<file path="src/rtl/sbox_port_responder.sv">
// rtl/sbox_port_responder.sv - AES S-box responder using x^254 inversion in GF(2^8)
// Define SBOX_INV_EN to add the per-operand inverse S-box mode and its inv port.
module sbox_port_responder #(
  parameter int UNROLL = 1
) (
  input  logic       clk,
  input  logic       rst,
  input  logic [7:0] sbox_in,
  input  logic       in_valid,
  output logic       in_ready,
  output logic [7:0] sbox_out,
  output logic       out_valid,
  input  logic       out_ready
`ifdef SBOX_INV_EN
  ,
  input  logic       inv
`endif
);

  generate
    if (UNROLL != 1 && UNROLL != 7) begin : g_bad_unroll
      $error("sbox_port_responder: UNROLL must be 1 or 7");
    end
  endgenerate

  typedef enum logic [1:0] {IDLE, CALC, DONE} state_t;

  state_t     state_q;
  logic [7:0] acc_q, base_q, sbox_out_q;
  logic [2:0] cnt_q;
  logic       in_ready_q, out_valid_q;
  logic [7:0] acc_d, res_d, op_d;
  logic       last_d;

  function automatic logic [7:0] gf_mul(input logic [7:0] a, input logic [7:0] b);
    logic [7:0] p;
    logic [7:0] x;
    p = 8'h00;
    x = a;
    for (int i = 0; i < 8; i++) begin
      if (b[i]) p = p ^ x;
      x = {x[6:0], 1'b0} ^ (x[7] ? 8'h1B : 8'h00);
    end
    return p;
  endfunction

  function automatic logic [7:0] affine(input logic [7:0] b);
    return b ^ {b[6:0], b[7]} ^ {b[5:0], b[7:6]} ^ {b[4:0], b[7:5]} ^ {b[3:0], b[7:4]} ^ 8'h63;
  endfunction

`ifdef SBOX_INV_EN
  logic inv_q;

  function automatic logic [7:0] inv_affine(input logic [7:0] b);
    return {b[6:0], b[7]} ^ {b[4:0], b[7:5]} ^ {b[1:0], b[7:2]} ^ 8'h05;
  endfunction

  assign op_d  = inv ? inv_affine(sbox_in) : sbox_in;
  assign res_d = inv_q ? acc_d : affine(acc_d);
`else
  assign op_d  = sbox_in;
  assign res_d = affine(acc_d);
`endif

  // Exponent 254 = 0b11111110 MSB first: six square-multiply steps, then a lone square.
  always_comb begin
    acc_d  = acc_q;
    last_d = 1'b0;
    if (UNROLL == 7) begin
      for (int n = 0; n < 7; n++) begin
        acc_d = gf_mul(acc_d, acc_d);
        if (n < 6) acc_d = gf_mul(acc_d, base_q);
      end
      last_d = 1'b1;
    end else begin
      acc_d = gf_mul(acc_q, acc_q);
      if (cnt_q != 3'd6) acc_d = gf_mul(acc_d, base_q);
      last_d = (cnt_q == 3'd6);
    end
  end

  always_ff @(posedge clk) begin
    if (rst) begin
      state_q     <= IDLE;
      acc_q       <= 8'h00;
      base_q      <= 8'h00;
      cnt_q       <= 3'd0;
      sbox_out_q  <= 8'h00;
      in_ready_q  <= 1'b1;
      out_valid_q <= 1'b0;
`ifdef SBOX_INV_EN
      inv_q       <= 1'b0;
`endif
    end else begin
      case (state_q)
        IDLE: begin
          if (in_valid) begin
            acc_q      <= op_d;
            base_q     <= op_d;
            cnt_q      <= 3'd0;
            in_ready_q <= 1'b0;
            state_q    <= CALC;
`ifdef SBOX_INV_EN
            inv_q      <= inv;
`endif
          end
        end
        CALC: begin
          acc_q <= acc_d;
          if (last_d) begin
            sbox_out_q  <= res_d;
            out_valid_q <= 1'b1;
            state_q     <= DONE;
          end else begin
            cnt_q <= cnt_q + 3'd1;
          end
        end
        DONE: begin
          if (out_ready) begin
            out_valid_q <= 1'b0;
            in_ready_q  <= 1'b1;
            state_q     <= IDLE;
          end
        end
        default: state_q <= IDLE;
      endcase
    end
  end

  assign in_ready  = in_ready_q;
  assign out_valid = out_valid_q;
  assign sbox_out  = sbox_out_q;

endmodule
</file>
<file path="config.mk">
export PLATFORM = sky130hd
export DESIGN_NAME = sbox_port_responder
export DESIGN_NICKNAME = d
export VERILOG_FILES = /design/src/rtl/sbox_port_responder.sv
export SDC_FILE = /design/constraint.sdc
export NUM_CORES = 1
export LEC_CHECK = 0
export CAP_MARGIN = 30
export CORE_AREA = 2 2 88 90
export DETAILED_ROUTE_END_ITERATION = 10
export DIE_AREA = 0 0 90 92
export PLACE_DENSITY_LB_ADDON = 0.08
export SLEW_MARGIN = 20
export SYNTH_ARGS = -nofsm -noshare
export SYNTH_HDL_FRONTEND = slang
export SYNTH_SLANG_ARGS = --single-unit
</file>
<file path="constraint.sdc">
create_clock -name clk -period 6.35 [get_ports clk]
set_input_delay 1.27 -clock clk [delete_from_list [all_inputs] [get_ports clk]]
set_output_delay 1.27 -clock clk [all_outputs]
set_load 0.02 [all_outputs]
</file>
=== Word level (Yosys, flattened, before mapping) ===
Index checks and enable logic that the tools add are counted.
Widths: inputs -> output; s select.

* Register bits: 31
* Latch bits: 0
* RAM bits: 0
* Memory bits (read-only): 0
* Output and inout port bits: 10
* Memories kept: 0

* Add/sub/neg operators: 1
* Multiply operators: 0
* Div/mod/pow operators: 0
* Magnitude comparators: 0
* Equality and inequality tests: 8
* Shift operators: 0
* Mux-type cells: 53
* Bitwise gates (word level): 33
* Reductions and logical operators: 11

{| class="wikitable"
|+ Operator list
! kind !! number
|-
| $mux 8 || 25
|-
| $xor 8x8->8 || 18
|-
| $xor 8x5->8 || 14
|-
| $mux 5 || 14
|-
| $pmux 8 s2 || 1
|-
| $reduce_and 3->1 || 4
|-
| $ne 2x2->1 const B || 4
|-
| $mux 2 || 3
|-
| $mux 3 || 2
|-
| $pmux 2 s3 || 1
|-
| $pmux 3 s2 || 1
|-
| $reduce_and 2->1 || 3
|-
| $reduce_bool 2->1 || 3
|-
| $mux 1 || 4
|-
| $not 4->4 || 1
|-
| $pmux 1 s2 || 2
|-
| $add 3x1->3 const B || 1
|-
| $eq 3x3->1 const B || 1
|-
| $ne 3x3->1 const B || 1
|-
| $eq 2x1->1 const B || 1
|-
| $eq 2x2->1 const B || 1
|-
| $logic_not 2->1 || 1
|}

=== Depth between registers and ports, before layout ===
* Word-level depth: 44
* Mapped depth: 17
* Depth with buffers taken out: 15

=== Worst setup path before layout ===
Ideal clock, no wire load.

* Kind: flip-flop to flip-flop
* From: register acc_q[7]
* To: register sbox_out_q[6], in the netlist sbox_out[6]
* Data arrival time: 4375 ps
* Required time: 6218 ps
* Path slack: 1843 ps
* Cell stages (with the launch flop): 16
* Clock period less this slack: 4507 ps
* Cells stage by stage: dfxtp_1 ha_1 buf_2 xnor3_1 or2_2 xor2_1 xnor2_1 xnor2_1 a311o_1 a211oi_1 o21ai_0 a211oi_2 xnor3_2 xor3_1 nand2_1 a21oi_1

* Cells in the longest elaborated chain, start to end: 43
* Elaborated cells between the ends (all ways): 67
* Classes of those cells: mux: 34; bitwise: 33

{| class="wikitable"
|+ RTL lines
! what !! line !! text
|-
| from (decl) || 29 || <nowiki>logic [7:0] acc_q, base_q, sbox_out_q;</nowiki>
|-
| from (signal assigned) || 98 || <nowiki>acc_q <= op_d;</nowiki>
|-
| $mux 5 || 42 || <nowiki>x = {x[6:0], 1'b0} ^ (x[7] ? 8'h1B : 8'h00);</nowiki>
|-
| $xor 8x5->8 || 42 ||
|-
| $xor 8x5->8 or $xor 8x8->8 (tied branches) || 42, 41 ||
|-
| $xor 8x8->8 or $mux 8 (tied branches) || 41 || <nowiki>if (b[i]) p = p ^ x;</nowiki>
|-
| $mux 8 or $xor 8x8->8 (tied branches) || 41 ||
|-
| $xor 8x8->8 or $mux 8 (tied branches) || 41 ||
|-
| $mux 8 or $xor 8x8->8 (tied branches) || 41 ||
|-
| $xor 8x8->8 or $mux 8 (tied branches) || 41 ||
|-
| [26 not listed] || - ||
|-
| $mux 8 (on tied branches) || 77, 41 ||
|-
| $xor 8x8->8 or $mux 8 (tied branches) || 41, 77 ||
|-
| $mux 8 or $xor 8x8->8 (tied branches) || 41 ||
|-
| $mux 8 (*) || 77 || <nowiki>if (cnt_q != 3'd6) acc_d = gf_mul(acc_d, base_q);</nowiki>
|-
| $xor 8x8->8 or $mux 8 (tied branches) || 48, 77 ||
|-
| $xor 8x8->8 (2 in series) || 48 || <nowiki>return b ^ {b[6:0], b[7]} ^ {b[5:0], b[7:6]} ^ {b[4:0], b[7:5]} ^ {b[3:0], b[7:4]} ^ 8'h63;</nowiki>
|-
| $xor 8x8->8 (*) || 48 ||
|-
| $not 4->4 (no line) (*) || - ||
|-
| to (signal assigned) || 111 || <nowiki>sbox_out_q <= res_d;</nowiki>
|-
| to (decl) || 29 ||
|}

Every way passes the cells marked *; elsewhere a longest branch is shown, timed or not. The select of a mux whose other input is x is not followed.
A chain may end at the register's enable or synchronous reset.

=== Worst setup path after layout ===
* From: register acc_q[6]
* To: register sbox_out_q[6], in the netlist sbox_out[6]

* Cells in the longest elaborated chain, start to end: 43
* Elaborated cells between the ends (all ways): 67
* Classes of those cells: mux: 34; bitwise: 33

{| class="wikitable"
|+ RTL lines
! what !! line
|-
| $mux 8 || 41
|-
| $xor 8x8->8 || 41
|-
| $mux 8 || 41
|-
| $xor 8x8->8 || 41
|-
| $mux 8 || 41
|-
| $xor 8x8->8 || 41
|-
| $mux 8 || 41
|-
| $xor 8x8->8 || 41
|-
| [25 not listed] || -
|-
| $mux 8 || 41
|-
| $mux 8 || 77
|-
| $xor 8x8->8 || 41
|-
| $mux 8 || 41
|-
| $mux 8 (*) || 77
|-
| $xor 8x8->8 (3 in series) || 48
|-
| $xor 8x8->8 (*) || 48
|-
| $not 4->4 (no line) (*) || -
|}

Marks and branches as above.

==> out/results.tsv <==
stage	metric	value	unit
outcome	status	completed	
synth	XOR/XNOR Fraction of Synth Area	0.340	
detailed_routing	drt initial violations	254	
min_path	Hold Path Class	flip-flop to flip-flop	
critical_path	slowest cell delay on critical path	940	ps
synth	Synth Area in Simple Gates	0.216	
synth	largest family of logic cells by synthesized area	XOR/XNOR gates	
critical_path	critical path data required time	6510	ps
timing	final worst path period need	5450	ps
floorplan	I/O pins	22	
timing	setup_tns	0	ps
synth	compound-cell area share of the yosys netlist	0.194	
synth	EDFF count, synth	0	
clock_network	Worst-path clk slew	70	ps
cells_and_area	final net count	540	
clock_network	total CTS buffers	5	
floorplan	Initial Util	0.580	
global_route	first-pass GRT wire length	18100	microns
floorplan	site row count	32	
critical_path	Top delay family on crit path	XOR/XNOR gates	
critical_path	slowest stage cell on the critical path	dfxtp_1	
cells_and_area	sequential cell area	621	sq um
synth	sequential fraction of the synthesis area	0.144	
global_route	total grt overflow	0	
detailed_routing	Routed WL per cell	17.3	microns
synth	predominant post-synthesis flop cell	dfxtp_1	
timing	final worst slack	899	ps
global_route	largest net degree at the start of global routing	25	
placement	GP Congestion	0.886	
floorplan	Core ar.	0.00745	sq mm
critical_path	Crit Path Category	flip-flop to flip-flop	
cells_and_area	post-route cell area	0.00467	sq mm
cells_and_area	most common cell after layout, fill and taps aside	nand2_1	
timing	Slew headroom	0.374	
critical_path	r2r setup slk	900	ps
critical_path	Worst Path Max Fanout	22	
clock_network	htree depth	2	
detailed_routing	Post-Route WL	10900	microns
flow_run	max-cap violation count	0	
critical_path	CP bufs+invs	0	
synth	FFs w/ async S/R, synth	0	
critical_path	crit-path most repeated cell	xnor2_2	
timing	clock skew	7.95	ps
min_path	Hold Crit Depth	2	
global_route	overall routing resource usage	0.269	
clock_network	clk sink count	31	
timing	final setup vio count	0	
synth	post-synthesis register bit count	31	
critical_path	Critical Path Stages	13	
synth	Adder-Cell Fraction of Synth Area	0.00869	
timing	final hold viol count	0	
clock_network	CTS Root Cell	clkbuf_8	
timing	Slew Viols, Final	0	
floorplan	chip height	92	microns
timing	RSZ-0062 raised after global routing	no	
placement	dpl ws	948	ps
cells_and_area	fillers	671	
clock_network	Post-CTS Hold Fix Bufs	0	
floorplan	Die Width	90	microns
cells_and_area	Final Core Density	0.628	
global_route	initial antenna violation count	0	
detailed_routing	Pre-antenna DRT Iters	6	
timing	final worst path period share	0.858	
synth	count of cell types in the netlist	74	
cells_and_area	n_diodes	0	
timing	Worst Tran Pin Value	937	ps
global_route	vias in the first global route	3521	
critical_path	Critical R2R Launch	acc_q[6]	
detailed_routing	drc violations	0	
timing	Max Freq	183	MHz
placement	detailed-placement wirelength estimate	8010	microns
min_path	hold path start	sbox_out[6]	
cells_and_area	share of post-route cells with drive strength above 1	0.101	
placement	Post-Place Cell Area	0.00454	sq mm
min_path	Worst Hold Endpoint	sbox_out[6]	
clock_network	clk_lat worst skew	290	ps
cells_and_area	commonest non-fill, non-tap cells in the layout	nand2_1 (76), xnor2_1 (60), nor2_1 (39)	
clock_network	CTS max path bufs	2	
placement	IO buf count	21	
critical_path	FF-to-FF path depth	13	
critical_path	Cell Chain, Critical Path	nand2_1, xnor2_2, xnor2_2, xnor2_2, xnor3_1, xnor2_1, a311oi_1, o32ai_1, a211oi_2, xnor3_2, xor3_1, nand2_1, a21oi_1	
clock_network	CTS tree	done	
synth	Post-Syn Area	0.00432	sq mm
critical_path	Critical Path Sink Type	flip-flop	
critical_path	startpoint types	flip-flop	
cells_and_area	area grow syn2layout	8.26	%
critical_path	crit path DAT	5610	ps
clock_network	Resize count post-CTS	0	
synth	Ys Warns	0	
detailed_routing	routed vias/inst	6.02	
detailed_routing	Routed Antenna Nets	0	
detailed_routing	vias post-DR	3780	
synth	Mapped Cells	525	
cells_and_area	area of the multi-input gates	0.00347	sq mm
floorplan	Die Area	0.00828	sq mm
synth	Mapped Avg Cell Area	8.22	sq um
synth	syn nets	540	
synth	mux contribution to synthesized area	0.0452	
clock_network	post-CTS setup buffers	0	
critical_path	capture point of the worst reg-to-reg path	sbox_out[6]	
==> how the worst max path moves through the flow <==
stage                     startpoint          end
final                       acc_q[6]  sbox_out[6]
after global routing        acc_q[6]  sbox_out[6]
after CTS                   acc_q[6]  sbox_out[6]
after detailed placement    acc_q[6]  sbox_out[6]
after global placement      acc_q[6]  sbox_out[6]
after floorplan             acc_q[7]  sbox_out[6]
==> through the flow <==
stage                     instances  hold slack (ps)
after floorplan                 525              465
after global placement          619              445
after detailed placement        620              448
after CTS                       628              461
after global routing            628              495
final                           628              459
==> layout make-up <==
| type | instances | share of cell area |
|---|---|---|
| inverter | 9 | 0.00723 |
| clock buffer | 6 | 0.0155 |
| timing repair buffer | 31 | 0.0626 |
| clock inverter | 2 | 0.0128 |
| sequential | 31 | 0.133 |
| multi-input combinational | 447 | 0.742 |
| tap | 102 | 0.0273 |
==> flip-flops by register name, summed over array words and instances, names as in the netlist <==
register and cells:
out_valid 1, base_q 8, sbox_out 8, state_q 2
cnt_q 3, in_ready 1, acc_q 8
==> worst register-to-register path: stages, from the launching register on <==
cell	delay (ps)
dfxtp_1	940
nand2_1	240
xnor2_2	280
xnor2_2	120
xnor2_2	290
xnor3_1	760
xnor2_1	370
a311oi_1	620
o32ai_1	240
a211oi_2	440
xnor3_2	550
xor3_1	370
nand2_1	70
a21oi_1	60
==> cells in the mapped netlist, types with 3 or more instances <==
cell	n	area share
nand2_1	76	0.066
xnor2_1	60	0.12
nor2_1	39	0.034
a21oi_1	34	0.039
dfxtp_1	31	0.14
clkbuf_1	21	0.018
xor2_1	18	0.037
nand3_1	16	0.019
mux2i_1	15	0.035
xnor3_1	15	0.078
o21ai_0	11	0.013
and3_1	10	0.014
xnor2_2	10	0.038
a211oi_1	9	0.016
a31oi_1	9	0.013
nand2b_1	9	0.013
inv_1	8	0.0070
nor2b_1	8	0.012
buf_2	7	0.0081
nor3_1	7	0.0081
nor3b_1	7	0.012
o211ai_1	6	0.010
a211o_1	5	0.010
buf_4	5	0.0087
xor3_1	5	0.028
a22oi_1	4	0.0070
mux2_2	4	0.010
xor2_2	4	0.015
a21o_1	3	0.0052
and2_1	3	0.0043
buf_6	3	0.0078
ha_1	3	0.0087
nand3b_1	3	0.0052
o21bai_1	3	0.0052
o221ai_1	3	0.0061
or2_2	3	0.0043
xnor3_2	3	0.017
==> logic make-up (layout without fill, tap and decap cells) <==
group,count (synthesis),in the layout
AO/OA/AOI/OAI,115,115
XOR/XNOR,116,116
adder cells (fa/ha/maj),3,3
buffers and inverters,47,48
flip-flops,31,31
multiplexers,19,19
AND/OR/NAND/NOR,194,194
==> metal layers <==
| layer | share of wire | up-vias | GRT usage |
|---|---|---|---|
| met4 | 0.023 | 0 | 0.0821 |
| li1 | - | 1840 | - |
| met2 | 0.47 | 115 | 0.442 |
| met1 | 0.44 | 1801 | 0.363 |
| met3 | 0.060 | 24 | 0.0444 |
| met5 | 0 | - | 0 |
Power is not shown: default switching activity piles up to over one toggle a cycle in this logic, so the estimate is an artifact.
